==> src/rtl/cadeado_pkg.sv <==
// cadeado_pkg
//   Shared definitions for the cadeado keypad lock.
//   - state_t : 2-bit FSM state encoding (LOCKED, OPEN, PROG, LOCKOUT)
//   - clog2p1 : width needed to hold values 0..x, i.e. $clog2(x+1)
package cadeado_pkg;

    typedef enum logic [1:0] {
        LOCKED  = 2'd0,
        OPEN    = 2'd1,
        PROG    = 2'd2,
        LOCKOUT = 2'd3
    } state_t;

    function automatic int clog2p1(input int x);
        return $clog2(x + 1);
    endfunction

endpackage

==> src/rtl/cadeado_timer.sv <==
// cadeado_timer
//   Saturating down-counter shared by the timed states of the lock.
//   Ports:
//     clk      in  : rising-edge clock
//     rst_n    in  : synchronous active-low reset
//     load     in  : load load_val this cycle (overrides counting)
//     load_val in  : value to load, 0..MAX
//     done     out : counter has reached zero
module cadeado_timer
    import cadeado_pkg::*;
#(
    parameter int MAX = 1,
    localparam int W  = clog2p1(MAX)
) (
    input  logic         clk,
    input  logic         rst_n,
    input  logic         load,
    input  logic [W-1:0] load_val,
    output logic         done
);

    logic [W-1:0] count;

    // Counts down to zero and holds there; a load restarts it.
    always_ff @(posedge clk) begin
        if (!rst_n) begin
            count <= '0;
        end else if (load) begin
            count <= load_val;
        end else if (count != '0) begin
            count <= count - W'(1);
        end
    end

    assign done = (count == '0);

endmodule

==> src/rtl/cadeado_param.sv <==
// cadeado_param
//   Keypad combination lock: digit-entry buffer, programmable code,
//   failed-attempt counter with timed lockout and a timed open window.
//   Ports:
//     clk        in  : rising-edge clock
//     rst_n      in  : synchronous active-low reset
//     key_valid  in  : one-cycle strobe, key_data valid
//     key_data   in  : digit value (DIG_W bits)
//     key_clear  in  : abort current entry
//     prog_req   in  : request code change (only honoured while open)
//     aberto     out : lock open (OPEN or PROG)
//     bloqueado  out : lockout active
//     erro       out : one-cycle pulse on a wrong code
//     tentativas out : consecutive failed attempts
module cadeado_param
    import cadeado_pkg::*;
#(
    parameter int                        DIGITS       = 4,
    parameter int                        DIG_W        = 4,
    parameter logic [DIGITS*DIG_W-1:0]   DEFAULT_CODE = 16'h1234,
    parameter int                        MAX_TRIES    = 3,
    parameter int                        LOCKOUT_CYC  = 1000,
    parameter int                        OPEN_CYC     = 500
) (
    input  logic                           clk,
    input  logic                           rst_n,
    input  logic                           key_valid,
    input  logic [DIG_W-1:0]               key_data,
    input  logic                           key_clear,
    input  logic                           prog_req,
    output logic                           aberto,
    output logic                           bloqueado,
    output logic                           erro,
    output logic [clog2p1(MAX_TRIES)-1:0]  tentativas
);

    localparam int CODE_W  = DIGITS * DIG_W;
    localparam int CNT_W   = clog2p1(DIGITS);
    localparam int TMR_MAX = (OPEN_CYC > LOCKOUT_CYC) ? OPEN_CYC : LOCKOUT_CYC;
    localparam int TMR_W   = clog2p1(TMR_MAX);

    state_t                   state;
    state_t                   state_next;
    logic [CODE_W-1:0]        buffer;
    logic [CODE_W-1:0]        code;
    logic [CODE_W-1:0]        shifted;
    logic [CODE_W+DIG_W-1:0]  extended;
    logic [CNT_W-1:0]         count;
    logic                     digit_take;
    logic                     last_digit;
    logic                     code_match;
    logic                     timer_load;
    logic [TMR_W-1:0]         timer_val;
    logic                     timer_done;
    logic                     aberto_d;
    logic                     bloqueado_d;
    logic                     erro_d;

    // Shift the new digit in at the LSB end; after DIGITS digits the first
    // one sits in the MSBs. Building the wider vector first keeps this legal
    // for DIGITS == 1.
    assign extended   = {buffer, key_data};
    assign shifted    = extended[CODE_W-1:0];

    // A simultaneous clear beats the strobe, so the digit is dropped.
    assign digit_take = key_valid && !key_clear && (state == LOCKED || state == PROG);
    assign last_digit = digit_take && (count == CNT_W'(DIGITS - 1));
    assign code_match = (shifted == code);

    // State register
    always_ff @(posedge clk) begin
        if (!rst_n) begin
            state <= LOCKED;
        end else begin
            state <= state_next;
        end
    end

    // Next-state logic
    always_comb begin
        state_next = state;
        case (state)
            LOCKED: begin
                if (last_digit) begin
                    if (code_match) begin
                        state_next = OPEN;
                    end else if (tentativas == $bits(tentativas)'(MAX_TRIES - 1)) begin
                        state_next = LOCKOUT;
                    end
                end
            end
            OPEN: begin
                // prog_req wins over a simultaneous window expiry.
                if (prog_req) begin
                    state_next = PROG;
                end else if (timer_done) begin
                    state_next = LOCKED;
                end
            end
            PROG: begin
                // A digit in the expiry cycle restarts the idle timer.
                if (key_clear || last_digit) begin
                    state_next = LOCKED;
                end else if (!digit_take && timer_done) begin
                    state_next = LOCKED;
                end
            end
            LOCKOUT: begin
                if (timer_done) begin
                    state_next = LOCKED;
                end
            end
            default: state_next = LOCKED;
        endcase
    end

    // Output logic; the values are registered below so all outputs change
    // on the same edge as the state they describe.
    always_comb begin
        aberto_d    = (state_next == OPEN) || (state_next == PROG);
        bloqueado_d = (state_next == LOCKOUT);
        erro_d      = (state == LOCKED) && last_digit && !code_match;
    end

    always_ff @(posedge clk) begin
        if (!rst_n) begin
            aberto    <= 1'b0;
            bloqueado <= 1'b0;
            erro      <= 1'b0;
        end else begin
            aberto    <= aberto_d;
            bloqueado <= bloqueado_d;
            erro      <= erro_d;
        end
    end

    // The timer is loaded with N-1 because done is seen one cycle before the
    // leaving edge, which gives exactly N cycles in the state.
    assign timer_load = (state_next != state) || (state == PROG && digit_take);
    assign timer_val  = (state_next == LOCKOUT) ? TMR_W'(LOCKOUT_CYC - 1)
                                                : TMR_W'(OPEN_CYC - 1);

    cadeado_timer #(
        .MAX (TMR_MAX)
    ) u_timer (
        .clk      (clk),
        .rst_n    (rst_n),
        .load     (timer_load),
        .load_val (timer_val),
        .done     (timer_done)
    );

    // Entry buffer and digit count; emptied on every compare, every clear
    // and every state change so each state starts with a fresh entry.
    always_ff @(posedge clk) begin
        if (!rst_n) begin
            buffer <= '0;
            count  <= '0;
        end else if (key_clear || last_digit || (state_next != state)) begin
            buffer <= '0;
            count  <= '0;
        end else if (digit_take) begin
            buffer <= shifted;
            count  <= count + CNT_W'(1);
        end
    end

    // Stored code and failed-attempt counter
    always_ff @(posedge clk) begin
        if (!rst_n) begin
            code       <= DEFAULT_CODE;
            tentativas <= '0;
        end else begin
            if (state == PROG && last_digit) begin
                code <= shifted;
            end
            if (state == LOCKED && last_digit) begin
                tentativas <= code_match ? '0 : tentativas + 1'b1;
            end else if (state == LOCKOUT && state_next == LOCKED) begin
                tentativas <= '0;
            end
        end
    end

endmodule
==> config.mk <==
export PLATFORM = sky130hd
export DESIGN_NAME = cadeado_param
export DESIGN_NICKNAME = d
export VERILOG_FILES = /design/src/rtl/cadeado_pkg.sv /design/src/rtl/cadeado_timer.sv /design/src/rtl/cadeado_param.sv
export SDC_FILE = /design/constraint.sdc
export NUM_CORES = 1
export LEC_CHECK = 0
export CAP_MARGIN = 25
export CORE_ASPECT_RATIO = 1.1
export CORE_MARGIN = 5
export CORE_UTILIZATION = 53
export DETAILED_ROUTE_END_ITERATION = 10
export PLACE_DENSITY_LB_ADDON = 0.3
export SLEW_MARGIN = 10
export SYNTH_ARGS = -nofsm -noshare
export SYNTH_HDL_FRONTEND = slang
export SYNTH_SLANG_ARGS = --single-unit
export TNS_END_PERCENT = 100
==> constraint.sdc <==
create_clock -name clk -period 2.2 [get_ports clk]
set_input_delay 0.44 -clock clk [delete_from_list [all_inputs] [get_ports clk]]
set_output_delay 0.44 -clock clk [all_outputs]
set_load 0.03 [all_outputs]
# Yosys cells after proc, flatten, opt, wreduce, memory -nomap -nowiden
# Cells that the tools add are included.
# totals
output_inout_bits	5
regBits	48
wordCells	61
# classes
bitwise_logic	1
n_reduce_logical	24
addsub	3
mux	14
eq_ne	10
# op_table
cell	n
two-way mux 10 bit	3
two-way mux 2 bit	10
equality test 16 bit	1
equality test 2 bit (second input constant)	5
logical NOT 10 bit	1
nonzero test 10 bit	1
subtractor 10 x 1 -> 10 bit (second input constant)	1
logical AND 1 bit	9
one-hot mux 2 bit (4 select lines)	1
logical OR 1 bit	5
equality test 2 x 1 -> 1 bit (second input constant)	2
logical NOT 2 bit	2
nonzero test 2 bit	2
adder 3 x 1 -> 3 bit (second input constant)	1
equality test 3 x 2 -> 1 bit (second input constant)	1
logical NOT 1 bit	3
adder 2 x 1 -> 2 bit (second input constant)	1
!= test 2 bit	1
OR reduction 2 bit	1
inverter 1 bit	1

# Logic depth before layout (Yosys ltp)
# Gate-level depths: netlist of the first run.
# depth
ltp_word	12
depth_mapped	12
mapped_depth_nobuf	11

# Modules after synthesis
# A second synthesis of the first run with hierarchy kept.
# hier_totals
hier_cells	265
area_unflattened_um2	2402.3
# modules_own_cells
mod	instances	cells_per_inst	area_each_um2
cadeado_param	1	200	1829.3
cadeado_timer	1	65	573.0

# Worst setup path before layout of the first run
# OpenSTA, ideal clock, no wires.
# synth_path
path_kind	input port to flip-flop
from	input port key_data[3]
to	register tentativas[0]
path_slack_ns	0.074
t_required_ns	2.140
arrival_time_ns	2.067
path_stages	10
path_buffers	0
setup_time_ns	0.060
path_cell_list	xnor2_1 > nand4_1 > nor4_2 > o21ai_0 > and2_1 > ha_1 > nand3_1 > nand3_1 > o31ai_1 > and2_1
# synth_between
elab_chain_cells	7
word_cells_on_any_way	9
# synth_rtl
item	line_no	source
start, declared	cadeado_param.sv:28	input logic [DIG_W-1:0] key_data,
equality test 16 bit *	cadeado_param.sv:68	assign code_match = (shifted == code);
two-way mux 2 bit	cadeado_param.sv:85	if (code_match) begin
two-way mux 2 bit	cadeado_param.sv:84	if (last_digit) begin
one-hot mux 2 bit (4 select lines)	cadeado_param.sv:82	case (state)
logical NOT 2 bit	cadeado_param.sv:179	end else if (state == LOCKOUT && state_next == LOCKED) begin
logical AND 1 bit	cadeado_param.sv:179	
nonzero test 2 bit (no source line)	n/a	
end signal, assigned	cadeado_param.sv:178	tentativas <= code_match ? '0 : tentativas + 1'b1;
end, declared	cadeado_param.sv:34	output logic [clog2p1(MAX_TRIES)-1:0] tentativas
# Mark *: on every way between the ends. The rest lies on a longest branch, timed or not.
# A chain may end at the register's enable or synchronous reset.

# Worst setup path after layout of the first run
# layout_path
from	register count[0]
to	register buffer[0]
# layout_between
elab_chain_cells	8
word_cells_on_any_way	9
# layout_rtl
item	line_no	source
start, declared	cadeado_param.sv:48	logic [CNT_W-1:0] count;
start signal, assigned	cadeado_param.sv:164	count <= count + CNT_W'(1);
equality test 3 x 2 -> 1 bit *	cadeado_param.sv:67	assign last_digit = digit_take && (count == CNT_W'(DIGITS - 1));
logical AND 1 bit *	cadeado_param.sv:67	
logical OR 1 bit	cadeado_param.sv:102, cadeado_param.sv:159	
two-way mux 2 bit	cadeado_param.sv:102	if (key_clear || last_digit) begin
one-hot mux 2 bit (4 select lines)	cadeado_param.sv:82	
!= test 2 bit	cadeado_param.sv:159	end else if (key_clear || last_digit || (state_next != state)) begin
logical OR 1 bit *	cadeado_param.sv:159	
OR reduction 2 bit (no source line) *	n/a	
end signal, assigned	cadeado_param.sv:163	buffer <= shifted;
end, declared	cadeado_param.sv:44	logic [CODE_W-1:0] buffer;
# Marks and branches as above.

==> results of run 1 <==
==> logic make-up (layout without fill, tap and decap cells) <==
family | after synthesis | after routing | synth area share
simple gates | 100 | 100 | 0.213
compound gates | 33 | 33 | 0.105
fa+ha+maj | 7 | 7 | 0.0376
xor+xnor | 25 | 25 | 0.0940
buf+inv | 21 | 51 | 0.0559
flops | 48 | 48 | 0.413
mux | 19 | 19 | 0.0817
==> power groups by stage <==
stage / Combinational (mW) / Clock (mW) / Sequential (mW)
CTS: 0.668 / 0.556 / 1.03
detailed placement: 0.661 / 0 / 1.05
global route: 0.782 / 0.590 / 1.05
finish: 0.674 / 0.534 / 1.04
floorplan: 0.507 / 0 / 1.03
global placement: 0.648 / 0 / 1.05
==> timing repair <==
item	4_1_cts	5_1_grt
hold endpoints to repair	0	0
resized for setup	5	18
setup endpoints to repair	18	13
pin swaps	1	11
==> metrics by stage <==
| stage | hold WS [ps] | TNS (ps) | utilization |
|---|---|---|---|
| floorplan | 437 | 0 | - |
| global placement | 453 | -5910 | 0.609 |
| detailed placement | 465 | -6380 | 0.609 |
| CTS | 477 | 0 | 0.635 |
| global route | 480 | -16.9 | 0.651 |
| finish | 471 | 0 | 0.651 |
==> critical path, delay by kind of cell (launching register included) <==
kind,cells,cell delay [ps]
simple gates,3,730
fa+ha+maj,2,400
flops,1,340
buf+inv,2,310
compound gates,2,250
==> area by class of cell <==
type	instances	share of cell area
Clock inverter	1	0.00314
Tap cell	54	0.0242
Inverter	8	0.0108
Sequential cell	48	0.348
Timing Repair Buffer	36	0.117
Multi-Input combinational cell	184	0.467
Clock buffer	6	0.0296
==> Yosys cell counts (all sizes together), types with 3 or more instances <==
cell | count | area, sq um
inv | 8 | 30.0
nand4 | 5 | 31.3
and2 | 3 | 18.8
o21ai | 3 | 15.0
buf | 7 | 77.6
nor2 | 22 | 92.6
nand2 | 37 | 139
ha | 7 | 87.6
nand2b | 3 | 18.8
mux2i | 19 | 190
clkbuf | 6 | 22.5
nand3 | 12 | 60.1
dfxtp | 48 | 961
a21oi | 23 | 156
nor3 | 5 | 25.0
xor2 | 4 | 35.0
xnor2 | 21 | 184
==> final timing paths <==
kind                     to  cells after the start
setup / recovery  buffer[0]                      9
hold / removal      code[3]                      3
setup reg to reg  buffer[0]                      9
hold reg to reg   buffer[9]                      2
==> placed cells by master, fill, tap and decap left out, drive strengths merged, types with 2 or more instances in the layout <==
cell type	instances
dfxtp	48
nand2	37
buf	23
a21oi	23
nor2	22
xnor2	21
mux2i	19
nand3	12
clkdlybuf4s50	9
inv	8
ha	7
clkbuf	6
nand4	5
nor3	5
xor2	4
dlymetal6s2s	4
nand2b	3
and2	3
o21ai	3
or2	2
and3	2
nor3b	2
a211oi	2
nor4	2
nand3b	2
==> metal layers <==
metal / share of wire / track usage
met4: 0.019 / 0.0720
met2: 0.52 / 0.302
met5: 0 / 0
met3: 0.024 / 0.0453
met1: 0.44 / 0.203
==> registers in the layout, summed over array words and instances (netlist names) <==
register / cells
bloqueado: 1
tentativas: 2
u_timer.count: 10
count: 3
state: 2
aberto: 1
code: 16
erro: 1
buffer: 12
==> impl_metrics.json, run 1 <==
{
  "cts_setup_buffers": 0,
  "async_reset_ff_frac": 0,
  "finalWorstSetupSlack_ps": 108,
  "fp.dieW_microns": 73.2,
  "p_per_area_nw_per_um2": 805,
  "synth-edff-count": 0,
  "min-delay-start": "key_data[3]",
  "clockBufferDepth": 2,
  "core-area_sq_um": 4290,
  "hold_buffers": 0,
  "hp-class": "input port to flip-flop",
  "syn_to_final_growth_pct": 19.8,
  "routed_wl_microns": 4550,
  "clkSinkCount": 48,
  "initialDrtViolationCount": 76,
  "fin_skew_ps": 6.60,
  "maxCapViolations": 0,
  "ir_drop_v": 0.000534,
  "cts_max_level": 2,
  "ant_nets": 0,
  "clkTransAtPathRegs_ps": 90,
  "grt_use_total": 0.176,
  "hold_viol_final": 0,
  "p_int_mw": 1.53,
  "drc": 0,
  "grt_pass1_vias": 1800,
  "fin_nets": 299,
  "synthCells": 253,
  "synth.cell_area_sq_um": 2330,
  "cp_common_cell": "buf_4",
  "n_fill_cell": 349,
  "p_comb_frac": 0.300,
  "seqPwrFrac": 0.462,
  "fmax_ghz": 0.478,
  "ys_seq_area_frac": 0.413,
  "worst_ep_required_time_ps": 2430,
  "port_buffers": 13,
  "placed_cells": 330,
  "path_max_fanout": 7,
  "num_vias": 1765,
  "first_pass_iters": 5,
  "rows": 25,
  "period_needed_ps": 2090,
  "crit_type": "flip-flop to flip-flop",
  "yosys_register_bits": 48,
  "design_area_sq_um": 2790,
  "avgSynthCellArea_sq_um": 9.20,
  "insertion_delay_ps": 300,
  "path_cells": "ha_1, ha_4, nand3b_4, or3_4, buf_4, o221ai_2, or4b_4, buf_4, a21oi_1",
  "worst_slew_pin_slew_ps": 479,
  "pin_count": 14,
  "die_y_microns": 79.5,
  "finalPower_mw": 2.25,
  "cp-startpoint": "count[0]",
  "grt_max_degree": 21,
  "design.die.area_sq_um": 5820,
  "status": "finished, final reports clean",
  "syn_nets": 269,
  "viasPerCell": 5.24,
  "rrSetupSlack_ps": 110,
  "antenna_found_initial": 0,
  "ys_warn_count": 0,
  "cts_root_buffer": "clkbuf_8",
  "multi_input_area_sq_um": 1300,
  "ys.flop_type": "dfxtp_1",
  "leakage_nw": 1.05,
  "antenna_cells": 0,
  "grt_pass1_wl_microns": 7900,
  "final_max_slew_viol_count": 0,
  "layout-drive-gt1-share": 0.223,
  "switchingPower_mw": 0.721,
  "dp_hpwl_microns": 3250,
  "r2r-start": "count[0]",
  "wl_per_cell_microns": 13.5,
  "fin_cells": 337,
  "placed_area_sq_um": 2610,
  "critPathLaunchType": "flip-flop",
  "slowest_delay_ps": 530,
  "end_kind": "flip-flop",
  "cpMaxStageDelayCell": "or4b_4",
  "cts_tree": "yes",
  "initial_core_util": 0.543,
  "synthDistinctLibCells": 40,
  "period_share": 0.951,
  "pwr-share-clk": 0.238,
  "p_sw_frac": 0.321,
  "setup_viol": 0,
  "numCtsBuffers": 5,
  "cp.arrival_ps": 2330,
  "gr-total-overflow": 0,
  "dp_worst_setup_slack_ps": -411,
  "gp_congestion": 0.797,
  "register_area_sq_um": 971,
  "relSlewSlack": 0.678
}
(Power assumes the default switching activity.)
==> run 2, diff against run 1 <==
--- a/config.mk
+++ b/config.mk
@@ -11,6 +11,7 @@
 export CORE_UTILIZATION = 53
 export DETAILED_ROUTE_END_ITERATION = 10
 export PLACE_DENSITY_LB_ADDON = 0.3
+export RECOVER_POWER = 50
 export SLEW_MARGIN = 10
 export SYNTH_ARGS = -nofsm -noshare
 export SYNTH_HDL_FRONTEND = slang
==> run 2 against run 1 <==
  * Maximum frequency rose by 0.19%
  * Sequential share of layout area rose by 0.24 points
  * Register-to-register slack barely moved
  * Clock power barely moved
  * Wire length fell by 0.11%
==> impl_metrics.json, run 2 (synthesis results as in run 1) <==
{
  "cts_root_buffer": "clkbuf_8",
  "initialDrtViolationCount": 101,
  "worst_slew_pin_slew_ps": 475,
  "reg_top3": "code (16), buffer (12), u_timer.count (10)",
  "initial_core_util": 0.543,
  "numCtsBuffers": 5,
  "insertion_delay_ps": 300,
  "grt_pass1_vias": 1800,
  "critPathLaunchType": "flip-flop",
  "crit_type": "flip-flop to flip-flop",
  "clockBufferDepth": 2,
  "status": "finished, final reports clean",
  "use_met1": 0.203,
  "relSlewSlack": 0.681,
  "antenna_found_initial": 0,
  "tns_ps": 0,
  "design_area_sq_um": 2770,
  "cts_tree": "yes",
  "wl_per_cell_microns": 13.5,
  "grt_pass1_wl_microns": 7900,
  "core-area_sq_um": 4290,
  "finalPower_mw": 2.25,
  "cts_max_level": 2,
  "fmax_ghz": 0.479,
  "first_pass_iters": 4,
  "path_max_fanout": 7,
  "hp-class": "input port to flip-flop",
  "cp.arrival_ps": 2320,
  "holdWs_ps": 470,
  "period_share": 0.949,
  "most-common-layout-cells": "dfxtp_1, nand2_1, nor2_1",
  "drc": 0,
  "hold_viol_final": 0,
  "gp_congestion": 0.797,
  "grt_use_total": 0.176,
  "ir_drop_v": 0.000533,
  "pin_count": 14,
  "maxCapViolations": 0,
  "clkSinkCount": 48,
  "antenna_cells": 0,
  "routed_wl_microns": 4540,
  "ant_nets": 0,
  "n_fill_cell": 351,
  "rows": 25,
  "grt_max_degree": 21,
  "met2_usage": 0.302,
  "dp_hpwl_microns": 3250,
  "largest_reg_flops": 16,
  "fp.dieW_microns": 73.2,
  "setup_viol": 0,
  "grt.met3_usage": 0.0453,
  "end_kind": "flip-flop",
  "leakage_nw": 1.06,
  "top_register": "code",
  "die_y_microns": 79.5,
  "clkTransAtPathRegs_ps": 90,
  "num_vias": 1777,
  "final_common_cell": "dfxtp_1",
  "placed_area_sq_um": 2610,
  "gr-total-overflow": 0,
  "syn_to_final_growth_pct": 19.0,
  "final_max_slew_viol_count": 0,
  "layout-drive-gt1-share": 0.219,
  "port_buffers": 13,
  "fin_skew_ps": 7.43,
  "viasPerCell": 5.27,
  "design.die.area_sq_um": 5820,
  "fin_nets": 299,
  "p_per_area_nw_per_um2": 811,
  "worst_ep_required_time_ps": 2440,
  "busiest_layer": "met2",
  "period_needed_ps": 2090
}
-- run 2: stage by stage --
stage	cells	worst slack, ps	utilization
4_1_cts	337	33.7	0.635
5_1_grt	337	-16.5	0.646
6_report	337	112	0.646
3_5_place_dp	330	-411	0.609
2_1_floorplan	253	73.9	-
3_3_place_gp	330	-382	0.609
-- run 2: area by class of cell --
type	instances	area (sq um)	share of cell area
multi-input combinational	184	1300	0.471
sequential	48	971	0.350
timing repair buffer	36	307	0.111
clock buffer	6	82.6	0.0298
tap	54	67.6	0.0244
inverter	8	30.0	0.0108
clock inverter	1	8.76	0.00316
-- run 2: report_power, final --
group | switching [mW] | leakage [nW] | total, mW | internal (mW)
Sequential | 0.0834 | 0.392 | 1.04 | 0.955
Combinational | 0.353 | 0.623 | 0.672 | 0.319
Clock | 0.285 | 0.0473 | 0.535 | 0.251
Total | 0.721 | 1.06 | 2.25 | 1.52
-- run 2: final timing paths --
kind | from | endpoint | slack [ps] | cells past startpoint
min | key_data[3] | code[3] | 470 | 3
max reg2reg | count[0] | buffer[0] | 110 | 9
min reg2reg | buffer[5] | buffer[9] | 480 | 2
max | count[0] | buffer[0] | 110 | 9
-- run 2: timing repair --
| action | in CTS | in global routing |
|---|---|---|
| buffers inserted | 0 | 0 |
| hold buffers | 0 | 0 |
| resized for setup | 5 | 18 |
| endpoints found under the setup margin | 18 | 13 |
| pin swaps | 1 | 11 |
-- run 2: worst max-delay path, stage by stage (launching register included) --
cell      delay, ps
dfxtp_2         340
ha_1            220
ha_4            180
nand3b_4         70
or3_4           130
buf_4           110
o221ai_2        110
or4b_4          530
buf_4           200
a21oi_1         130
-- run 2: per-layer routing --
metal / up-vias / share of wire
met5: - / 0
met4: 0 / 0.019
met3: 8 / 0.026
met2: 22 / 0.51
met1: 835 / 0.45
li1: 912 / -
